[src/rtl/clk_period_meter_if.sv]
// Measurement result bundle of clk_period_meter: the meter drives it (master)
// and the consumer that watches the divider output reads it (slave).
interface clk_period_meter_if #(
    parameter int CNT_W = 24
);
    logic [CNT_W-1:0] period;
    logic [CNT_W-1:0] high_time;
    logic             meas_valid;
    logic             locked;
    logic             timeout;

    modport master (output period, high_time, meas_valid, locked, timeout);
    modport slave  (input  period, high_time, meas_valid, locked, timeout);
endinterface

[src/rtl/clk_period_meter.sv]
// Brings a slow divider clock into the clk_MHz domain, measures its period and
// high time in clk_MHz cycles, and reports lock against EXPECTED and clock loss.
module clk_period_meter #(
    parameter int CNT_W       = 24,
    parameter int SYNC_STAGES = 2,
    parameter int EXPECTED    = 500000,
    parameter int TOL         = 500,
    parameter int LOCK_COUNT  = 2,
    parameter int TIMEOUT     = 1000000
) (
    input  logic               clk_MHz,
    input  logic               reset,
    input  logic               clk_in,
    clk_period_meter_if.master meas
);
    localparam int GOOD_W = $clog2(LOCK_COUNT + 1);

    typedef enum logic [1:0] {IDLE, ARM, MEASURE} state_e;

    state_e                 state_q;
    logic [SYNC_STAGES-1:0] sync_q;
    logic                   lvl_q;
    logic                   prev_q;
    logic [CNT_W-1:0]       cnt_q, cnt_d;
    logic [CNT_W-1:0]       hcnt_q, hcnt_d;
    logic [CNT_W-1:0]       hpend_q;
    logic                   fell_q;
    logic [GOOD_W-1:0]      good_q, good_inc;
    logic [CNT_W-1:0]       period_q, high_time_q;
    logic                   meas_valid_q, locked_q, timeout_q;

    logic                   rise, fall, in_tol;
    logic [CNT_W-1:0]       high_cap;
    logic signed [CNT_W:0]  diff, abs_diff;

    // NOTE: every signal written here gets a value on every path, so no latch is inferred.
    always_comb begin
        rise     = lvl_q & ~prev_q;
        fall     = ~lvl_q & prev_q;
        cnt_d    = (cnt_q == '1) ? cnt_q : cnt_q + CNT_W'(1);
        hcnt_d   = (fell_q || fall || hcnt_q == '1) ? hcnt_q : hcnt_q + CNT_W'(1);
        if (rise) begin
            cnt_d  = CNT_W'(1);
            hcnt_d = CNT_W'(1);
        end
        // Without a fall in this period the frozen-less hcnt equals the full period.
        high_cap = fell_q ? hpend_q : hcnt_q;
        diff     = $signed({1'b0, cnt_q}) - $signed((CNT_W+1)'(EXPECTED));
        abs_diff = diff[CNT_W] ? -diff : diff;
        in_tol   = (abs_diff <= $signed((CNT_W+1)'(TOL)));
        good_inc = (good_q == GOOD_W'(LOCK_COUNT)) ? good_q : good_q + GOOD_W'(1);
    end

    // NOTE: sequential state uses non-blocking assignments so all flops update together.
    always_ff @(posedge clk_MHz or posedge reset) begin
        if (reset) begin
            state_q      <= IDLE;
            sync_q       <= '0;
            lvl_q        <= 1'b0;
            prev_q       <= 1'b0;
            cnt_q        <= '0;
            hcnt_q       <= '0;
            hpend_q      <= '0;
            fell_q       <= 1'b0;
            good_q       <= '0;
            period_q     <= '0;
            high_time_q  <= '0;
            meas_valid_q <= 1'b0;
            locked_q     <= 1'b0;
            timeout_q    <= 1'b0;
        end else begin
            sync_q       <= {sync_q[SYNC_STAGES-2:0], clk_in};
            lvl_q        <= sync_q[SYNC_STAGES-1];
            prev_q       <= lvl_q;
            cnt_q        <= cnt_d;
            hcnt_q       <= hcnt_d;
            meas_valid_q <= 1'b0;

            if (rise) begin
                fell_q <= 1'b0;
            end else if (fall) begin
                fell_q  <= 1'b1;
                hpend_q <= hcnt_q;
            end

            case (state_q)
                IDLE: begin
                    if (rise) begin
                        state_q   <= ARM;
                        timeout_q <= 1'b0;
                    end
                end
                ARM, MEASURE: begin
                    // A rise on the timeout cycle wins: it is a normal capture.
                    if (rise) begin
                        state_q      <= MEASURE;
                        period_q     <= cnt_q;
                        high_time_q  <= high_cap;
                        meas_valid_q <= 1'b1;
                        if (in_tol) begin
                            good_q   <= good_inc;
                            locked_q <= (good_inc == GOOD_W'(LOCK_COUNT));
                        end else begin
                            good_q   <= '0;
                            locked_q <= 1'b0;
                        end
                    end else if (cnt_q == CNT_W'(TIMEOUT)) begin
                        state_q   <= IDLE;
                        timeout_q <= 1'b1;
                        locked_q  <= 1'b0;
                        good_q    <= '0;
                    end
                end
                default: state_q <= IDLE;
            endcase
        end
    end

    assign meas.period     = period_q;
    assign meas.high_time  = high_time_q;
    assign meas.meas_valid = meas_valid_q;
    assign meas.locked     = locked_q;
    assign meas.timeout    = timeout_q;
endmodule
[src/flat_wrapper.sv]
// flat-port wrapper written by rule: the top's interface ports become plain ports
module clk_period_meter_flat 
#(
    parameter int CNT_W       = 24,
    parameter int SYNC_STAGES = 2,
    parameter int EXPECTED    = 500000,
    parameter int TOL         = 500,
    parameter int LOCK_COUNT  = 2,
    parameter int TIMEOUT     = 1000000
)
  (clk_MHz, reset, clk_in, meas_period, meas_high_time, meas_meas_valid, meas_locked, meas_timeout);
  clk_period_meter_if #(.CNT_W(CNT_W)) meas_i ();
  input  logic clk_MHz;
  input  logic reset;
  input  logic clk_in;
  output wire logic [$bits(meas_i.period)-1:0] meas_period;
  output wire logic [$bits(meas_i.high_time)-1:0] meas_high_time;
  output wire logic [$bits(meas_i.meas_valid)-1:0] meas_meas_valid;
  output wire logic [$bits(meas_i.locked)-1:0] meas_locked;
  output wire logic [$bits(meas_i.timeout)-1:0] meas_timeout;
  assign meas_period = meas_i.period;
  assign meas_high_time = meas_i.high_time;
  assign meas_meas_valid = meas_i.meas_valid;
  assign meas_locked = meas_i.locked;
  assign meas_timeout = meas_i.timeout;
  clk_period_meter #(.CNT_W(CNT_W), .SYNC_STAGES(SYNC_STAGES), .EXPECTED(EXPECTED), .TOL(TOL), .LOCK_COUNT(LOCK_COUNT), .TIMEOUT(TIMEOUT)) u_core (.clk_MHz(clk_MHz), .reset(reset), .clk_in(clk_in), .meas(meas_i));
endmodule
[config.mk]
export PLATFORM = sky130hd
export DESIGN_NAME = clk_period_meter_flat
export DESIGN_NICKNAME = d
export VERILOG_FILES = /design/src/rtl/clk_period_meter_if.sv /design/src/rtl/clk_period_meter.sv /design/src/flat_wrapper.sv
export SDC_FILE = /design/constraint.sdc
export NUM_CORES = 1
export LEC_CHECK = 0
export ABC_AREA = 0
export CORE_ASPECT_RATIO = 1.25
export CORE_MARGIN = 1.5
export CORE_UTILIZATION = 50
export DETAILED_ROUTE_END_ITERATION = 16
export PLACE_DENSITY_LB_ADDON = 0.1
export SLEW_MARGIN = 10
export SYNTH_ARGS = -nofsm -noshare
export SYNTH_HDL_FRONTEND = slang
export SYNTH_SLANG_ARGS = --single-unit
[constraint.sdc]
create_clock -name clk_MHz -period 5.5 [get_ports clk_MHz]
set_input_delay 1.1 -clock clk_MHz [delete_from_list [all_inputs] [get_ports clk_MHz]]
set_output_delay 1.1 -clock clk_MHz [all_outputs]
set_load 0.005 [all_outputs]
==> results_dict.tcl, run 1 <==
set metrics [dict create \
    postCtsHoldBufs 0 \
    wirelength_um 15200 \
    finalSetupViolCount 0 \
    die_x_um 108 \
    dpl.hpwl_um 10400 \
    worstMarginPinSlew_ps 1020 \
    fin_tns_setup_ps 0 \
    seq_area_frac_synth 0.477 \
    cp_slowest_stage_delay_ps 620 \
    synth_top_area_share 0.477 \
    nNetsFinal 730 \
    slew_viol_final 0 \
    drc 0 \
    post_cts_buffers 0 \
    ant_nets 0 \
    io_pins 54 \
    crit_path_end_kind "register" \
    synth_nets 699 \
    groute.layer.met3.usage 0.0423 \
    grt.overflow.total 0 \
    slowest_stage "dfrtp_1" \
    cts_resized 0 \
    die_area_mm2 0.0145 \
    cp_max_fo 15 \
    finalHoldViolCount 0 \
    synthTopCellsByCount "dfrtp_1, nor2_1, nand2_1" \
    diodes 0 \
    tritoncts "built" \
    grt_pass1_vias 5195 \
    crit_chain "inv_1, ha_1, xnor2_1, nand4_1, or3_1, nor4_1, o21ai_0, a211oi_1, o2111ai_1, o21ai_1" \
    dr.pass1.iters 5 \
    via_per_inst 5.70 \
    fmax_mhz 293 \
    synth_edf_count 0 \
    synth_area_per_cell_um2 10.1 \
    clock_latency_ps 410 \
    yosys_register_bits 131 \
    via_count 5123 \
    synth-main-ff-cell "dfrtp_1" \
    grt_usage 0.229 \
    fin_cells 898 \
    relSlewSlack 0.319 \
    fin_crit_sh 0.621 \
    grt_max_degree 78 \
    clock_skew_ps 7.72 \
    final_layout_size_suffix_gt1_frac 0.127 \
    cts_sinks 131 \
    crit_type "register to register" \
    maxCapViolations 0 \
    period_needed_ps 3410 \
    wl_per_cell_um 16.9 \
    finalInstanceArea_mm2 0.00807 \
    total_power_mw 2.58 \
    grt_use_met2 0.392 \
    design.core.area_mm2 0.0133 \
    drt_iter0_drc 260 \
    yosys.cell_count.top_type "dfrtp_1" \
    worstPathRequired_ps 5830 \
    use_met1 0.288 \
    power.leakage_nw 3.61 \
    die_y_um 134 \
    placed_area_mm2 0.00749 \
    placementRows 47 \
    hold_path_class "register to register" \
    yosysTopAreaCell "dfrtp_1" \
    clock-root-buffer "clkbuf_16" \
    yosys-top-cells-area "dfrtp_1, mux2_2, mux2i_1" \
    cts_buffers 17 \
    grt_pass1_wl_um 26300 \
    arrival_ps 3750 \
    h-tree-depth 4 \
    vdd_ir_drop_max_uv 190 \
    powerDensity_mw_per_mm2 320 \
    synth.distinct_cells 68 \
    clockBufferDepth 2 \
    synthesis.area_mm2 0.00688 \
    critPathLaunchType "register" \
    dp_cells 866 \
    placement.io_buffers 53 \
    initial_core_util 0.515 \
    grt_busiest_layer "met2" \
    syn2layout_area_growth_pct 17.4 \
    rsz0062_at_grt "no" \
    synthCells 683 \
    yosys_warnings 0 \
    fin_util 0.605 \
    synthArstFlopShare 1.00 \
    status "completed" \
    gp_routability_congestion 0.843 \
    worst_setup_hold_path_clk_slew_ps 60 \
    antenna_found_initial 0 \
]
## critical path: cells and delay by family (launching register included)
kind	cells	cell delay [ps]
flip-flops	1	620
adder cells (fa/ha/maj)	1	310
AND/OR/NAND/NOR	3	1130
buffers and inverters	1	180
XOR/XNOR	1	250
AO/OA/AOI/OAI	4	850
## final cells by class
class,instances,area (um^2)
fill,1127,5280
multi-input combinational,487,3340
sequential,131,3280
timing repair buffer,57,573
clock buffer,18,429
tap,171,214
clock inverter,14,155
inverter,20,77.6
## routing by layer
layer | up-vias | routed length, um
met5 | - | 0
met4 | 0 | 386
met2 | 93 | 7900
met3 | 30 | 426
met1 | 2513 | 6450
li1 | 2487 | -
## cell usage in the layout (no fill, tap or decap), drive strengths merged, types with 5 or more instances in the layout
master and count:
a21oi 13, mux2i 28, nand4 20, nor4 7, xnor2 22, or3 12, xor2 32, nor3 11
nand2 59, clkbuf 18, clkinv 7, mux2 43, dfrtp 131, inv 24, a211oi 6, nand3 29
and4 5, o21ai 53, ha 13, clkdlybuf4s50 53, nor2 66
## worst paths after layout
path	start	endpoint	slack, ps	cells after the start
worst max-delay path	u_core.cnt_q[5]	u_core.meas.locked	2090	10
worst min-delay path	u_core.sync_q[1]	u_core.lvl_q	350	0
worst max register to register	u_core.cnt_q[5]	u_core.meas.locked	2090	10
worst min register to register	u_core.sync_q[1]	u_core.lvl_q	350	0
max in group asynchronous	reset	u_core.cnt_q[20]	3430	3
min in group asynchronous	reset	u_core.meas.period[0]	1260	2
## state kept, by name, summed over array words and instances (netlist names), 2 cells and up
signal / flops
u_core.sync_q: 2
u_core.hcnt_q: 24
u_core.cnt_q: 24
u_core.state_q: 2
u_core.hpend_q: 24
u_core.meas.high_time: 24
u_core.meas.period: 24
## cell families after synthesis
group                      synth area share
AOI/OAI and AO/OA                     0.108
xor gates and xnor gates             0.0688
adders and majority gates            0.0237
buffers and inverters                0.0373
DFF                                   0.477
muxes                                 0.111
and+or+nand+nor                       0.174
## through the flow
step | hold WS, ps | worst slack [ps]
2_1_floorplan | 331 | 902
3_3_place_gp | 340 | 2280
3_5_place_dp | 342 | 2090
4_1_cts | 356 | 2090
5_1_grt | 357 | 1800
6_report | 351 | 2090
## report_power, final
group | total (mW) | switching [mW] | internal (mW)
sequential | 1.10 | 0.0677 | 1.03
combinational | 0.367 | 0.202 | 0.165
clock | 1.12 | 0.442 | 0.674
No activity file was read; power rests on OpenSTA's default activity.
==> run 2: changes to the inputs <==
clock period = 3 ns   (was 5.5 ns; I/O delays follow)
==> run 2 against run 1 <==
Combinational power is 110% higher. Worst hold slack worse by 2.1 ps. Total power grew 83%. Clock skew grew 1.1 ps. Die area unchanged. Cell count grew 3.7%. Maximum frequency grew 21%. Via count increased by 3.2%. Clock power increased by 73%. Non-clock buffer count rose by 33. Count of clock-buffer cells in the layout unchanged. First-iteration DRC count fell by 6.9%.
==> results_dict.tcl, run 2 (synthesis results as in run 1) <==
set metrics [dict create \
    design.core.area_mm2 0.0133 \
    worstMarginPinSlew_ps 584 \
    vdd_ir_drop_max_uv 417 \
    die_area_mm2 0.0145 \
    switchingPower_mw 1.38 \
    mostFrequentLayoutCell "dfrtp_1" \
    reg2reg_from "u_core.cnt_q[6]" \
    maxCapViolations 0 \
    rrSetupSlack_ps 180 \
    io_pins 54 \
    h-tree-depth 4 \
    drt_iter0_drc 242 \
    fin_crit_sh 0.938 \
    grt_pass1_vias 5422 \
    placement.io_buffers 53 \
    crit_chain "inv_1, ha_2, nand2b_2, and2_1, o221a_2, nor4_2, a221oi_1, a211oi_1, o2111ai_2, o21ai_1" \
    cp-startpoint "u_core.cnt_q[6]" \
    dp_slack_ps -31.8 \
    rsz0062_at_grt "no" \
    wl_per_cell_um 17.4 \
    status "completed" \
    gp_routability_congestion 0.844 \
    fmax_mhz 355 \
    die_y_um 134 \
    fillers 1122 \
    relSlewSlack 0.610 \
    combPwrFrac 0.165 \
    drc 0 \
    critPathBufInv 1 \
    p_clk_frac 0.411 \
    cp_max_fo 9 \
    slew_viol_final 0 \
    grt_max_degree 63 \
    seqPwrFrac 0.424 \
    wirelength_um 16200 \
    antenna_found_initial 0 \
    worstSetupPathDepth 10 \
    diodes 0 \
    finalHoldViolCount 0 \
    powerDensity_mw_per_mm2 564 \
    clockBufferDepth 2 \
    clock_skew_ps 8.87 \
    path_delay_family "compound AO/OA/AOI/OAI gates" \
    syn2layout_area_growth_pct 21.4 \
    cp_slowest_stage_delay_ps 370 \
    dr.pass1.iters 5 \
    grt_usage 0.243 \
    tritoncts "built" \
    clock_latency_ps 420 \
    crit_type "register to register" \
    r2r_end "u_core.meas.locked" \
    grt.overflow.total 0 \
    arrival_ps 3160 \
    finalSetupViolCount 0 \
    cts_buffers 17 \
    whs_ps 349 \
    die_x_um 108 \
    via_count 5287 \
    nNetsFinal 763 \
    clock-root-buffer "clkbuf_16" \
    critPathLaunchType "register" \
    fin_util 0.625 \
    fin_ws_ps 185 \
    initial_core_util 0.515 \
    worstPathRequired_ps 3340 \
    worst_setup_hold_path_clk_slew_ps 60 \
    hold_depth 0 \
    reg2reg_depth 10 \
    crit_path_end_kind "register" \
    grt_pass1_wl_um 27400 \
    hold_path_class "register to register" \
    period_needed_ps 2820 \
    most-common-layout-cells "dfrtp_1, nor2_1, nand2_1" \
    fin_tns_setup_ps 0 \
    power.leakage_nw 3.76 \
    via_per_inst 5.68 \
    placementRows 47 \
    power.internal_mw 3.33 \
    ant_nets 0 \
    dpl.hpwl_um 11300 \
    final_layout_size_suffix_gt1_frac 0.174 \
    switching_share 0.294 \
    cts_sinks 131 \
    setup.worst_path.end "u_core.meas.locked" \
    slowest_stage "dfrtp_1" \
]
## run 2: cell count changes in the layout (fill, tap and decap cells not counted), moves of 2 or more
cell        previous run  this run
buf_4                  3        35
nor4_2                 0         2
bufinv_16              2         0
nor4_1                 7         5
inv_8                  1         3
clkinvlp_4             1         3
clkinv_2               3         1
## run 2: cell type report
class / count / area, um^2 / area share
Clock buffer: 18 / 429 / 0.0514
Clock inverter: 14 / 124 / 0.0148
Inverter: 20 / 78.8 / 0.00945
Multi-Input combinational cell: 487 / 3390 / 0.406
Sequential cell: 131 / 3280 / 0.393
Tap cell: 171 / 214 / 0.0256
Timing Repair Buffer: 90 / 833 / 0.0999
## run 2: how the worst min path moves through the flow
stage	start	end	slack (ps)
after global routing	u_core.sync_q[1]	u_core.lvl_q	370
after floorplan	u_core.sync_q[1]	u_core.lvl_q	330
after CTS	u_core.sync_q[1]	u_core.lvl_q	350
after detailed placement	u_core.sync_q[1]	u_core.lvl_q	340
final	u_core.sync_q[1]	u_core.lvl_q	350
after global placement	u_core.sync_q[0]	u_core.sync_q[1]	340
## run 2: what timing repair did
item                                    4_1_cts  5_1_grt
setup buffers                                 0        0
hold buffers                                  0        0
endpoints found under the setup margin        2        2
gates resized for setup                       1        7
## run 2: per-layer routing
layer  global-route usage  vias to the layer above  wire (um)
met2                0.424                      108       8430
li1                     -                     2546          -
met3               0.0413                       28        461
met1                0.299                     2605       6780
met5                    0                        -          0
met4               0.0972                        0        485
## run 2: power groups by stage
stage               Sequential (mW)  Combinational (mW)  Clock [mW]
finish                         2.00               0.777        1.94
global route                   2.01               0.861        2.05
CTS                            1.99               0.781        1.98
detailed placement             2.02               0.776           0
global placement               2.01               0.758           0
floorplan                      1.99               0.513           0
## run 2: stage by stage
step / instance area, um^2 / cells / power (mW)
after floorplan: 6880 / 683 / 2.50
after CTS: 8310 / 931 / 4.75
after global placement: 7750 / 899 / 2.77
final: 8350 / 931 / 4.71
after global routing: 8350 / 931 / 4.92
after detailed placement: 7750 / 899 / 2.80
==> run 3: changes to the inputs <==
CORE_MARGIN = default   (was 1.5)
==> run 3 against run 2 <==
Flip-flop and latch count unchanged. Total power down 1.2%. Cell area down 0.67%. Die area down 1.7%. Register-to-register slack about the same. Critical path type unchanged. Critical endpoint is now u_core.good_q[0].
==> results_dict.tcl, run 3 (synthesis results as in run 1) <==
set metrics [dict create \
    drt_iter0_drc 254 \
    power.leakage_nw 3.72 \
    cts_sinks 131 \
    dp_slack_ps 53.7 \
    powerDensity_mw_per_mm2 561 \
    via_per_inst 5.67 \
    grt_max_degree 132 \
    tritoncts "built" \
    finalSetupViolCount 0 \
    diodes 0 \
    gp_routability_congestion 0.832 \
    h-tree-depth 4 \
    hold_path_class "register to register" \
    mostFrequentLayoutCell "dfrtp_1" \
    via_count 5245 \
    switching_share 0.279 \
    placement.io_buffers 53 \
    wl_per_cell_um 17.2 \
    relSlewSlack 0.435 \
    io_pins 54 \
    fin_crit_sh 0.934 \
    slew_viol_final 0 \
    postCtsHoldBufs 0 \
    fin_cells 925 \
    die_area_mm2 0.0142 \
    final_layout_size_suffix_gt1_frac 0.168 \
    dpl.hpwl_um 10900 \
    clock_latency_ps 430 \
    clockBufferDepth 2 \
    status "completed" \
    cts_buffers 17 \
    most-common-layout-cells "dfrtp_1, nor2_1, nand2_1" \
    clock_skew_ps 9.53 \
    syn2layout_area_growth_pct 20.5 \
    worst_setup_hold_path_clk_slew_ps 60 \
    fin_util 0.621 \
    grt_pass1_vias 5298 \
    finalHoldViolCount 0 \
    grt_pass1_wl_um 26800 \
    die_y_um 133 \
    crit_path_end_kind "register" \
    power.internal_mw 3.35 \
    fmax_mhz 357 \
    crit_type "register to register" \
    ant_nets 0 \
    clock-root-buffer "clkbuf_16" \
    dp_cells 893 \
    cp_max_fo 11 \
    antenna_found_initial 0 \
    critPathLaunchType "register" \
    combPwrFrac 0.161 \
    die_x_um 107 \
    nNetsFinal 757 \
    arrival_ps 3150 \
    p_clk_frac 0.408 \
    seqPwrFrac 0.431 \
    worstPathRequired_ps 3340 \
    rsz0062_at_grt "no" \
    grt.overflow.total 0 \
    initial_core_util 0.515 \
    wirelength_um 15900 \
    maxCapViolations 0 \
    worstMarginPinSlew_ps 840 \
    design.core.area_mm2 0.0133 \
    fin_ws_ps 197 \
    vdd_ir_drop_max_uv 394 \
    drc 0 \
    grt_usage 0.243 \
    switchingPower_mw 1.30 \
    fin_tns_setup_ps 0 \
    period_needed_ps 2800 \
    placementRows 47 \
    dr.pass1.iters 4 \
    total_power_mw 4.65 \
]
## run 3: repair_timing
item | 4_1_cts | 5_1_grt
buffers inserted | 0 | 0
gates resized for setup | 0 | 9
setup endpoints to repair | 0 | 2
endpoints found under the hold margin | 0 | 0
## run 3: path summary, 6_finish.rpt
kind                             startpoint                   endpoint  slack [ps]  depth (start not counted)
setup / recovery           u_core.cnt_q[12]           u_core.good_q[0]         200                          9
hold / removal             u_core.sync_q[1]               u_core.lvl_q         350                          0
setup reg to reg           u_core.cnt_q[12]           u_core.good_q[0]         200                          9
hold reg to reg            u_core.sync_q[1]               u_core.lvl_q         350                          0
max in group asynchronous             reset  u_core.meas.high_time[22]        1740                          3
min in group asynchronous             reset        u_core.meas.timeout         690                          3
## run 3: cell type report
type	count	area (um^2)
Clock inverter	11	78.8
Fill cell	1136	5060
Multi-Input combinational cell	487	3390
Clock buffer	21	470
Timing Repair Buffer	84	776
Tap cell	171	214
Inverter	20	78.8
Sequential cell	131	3280
## run 3: layer usage
layer	vias to the layer above	part of all wire	track usage
met5	-	0	0
met4	0	0.023	0.0883
met3	22	0.031	0.0538
met2	96	0.52	0.418
met1	2597	0.42	0.297
li1	2530	-	-
## run 3: per-stage QoR
step	hold WS, ps	area (um^2)
2_1_floorplan	331	6880
3_5_place_dp	345	7690
5_1_grt	362	8290
6_report	352	8290
3_3_place_gp	337	7690
4_1_cts	356	8240
## run 3: power groups by stage
stage / Clock, mW / Sequential [mW] / Combinational, mW
2_1_floorplan: 0 / 1.99 / 0.513
3_3_place_gp: 0 / 2.02 / 0.732
3_5_place_dp: 0 / 2.03 / 0.749
4_1_cts: 1.94 / 2.00 / 0.753
5_1_grt: 2.02 / 2.02 / 0.833
6_report: 1.90 / 2.00 / 0.749
## run 3: worst max-delay path, cell delays in order (launching register included)
cell       delay (ps)
dfrtp_1           510
o41a_1            470
o311a_4           440
or2_1             230
buf_4             190
nor2_1            140
mux2i_1            90
o221ai_1          270
o2111ai_2         210
o21ai_1           170
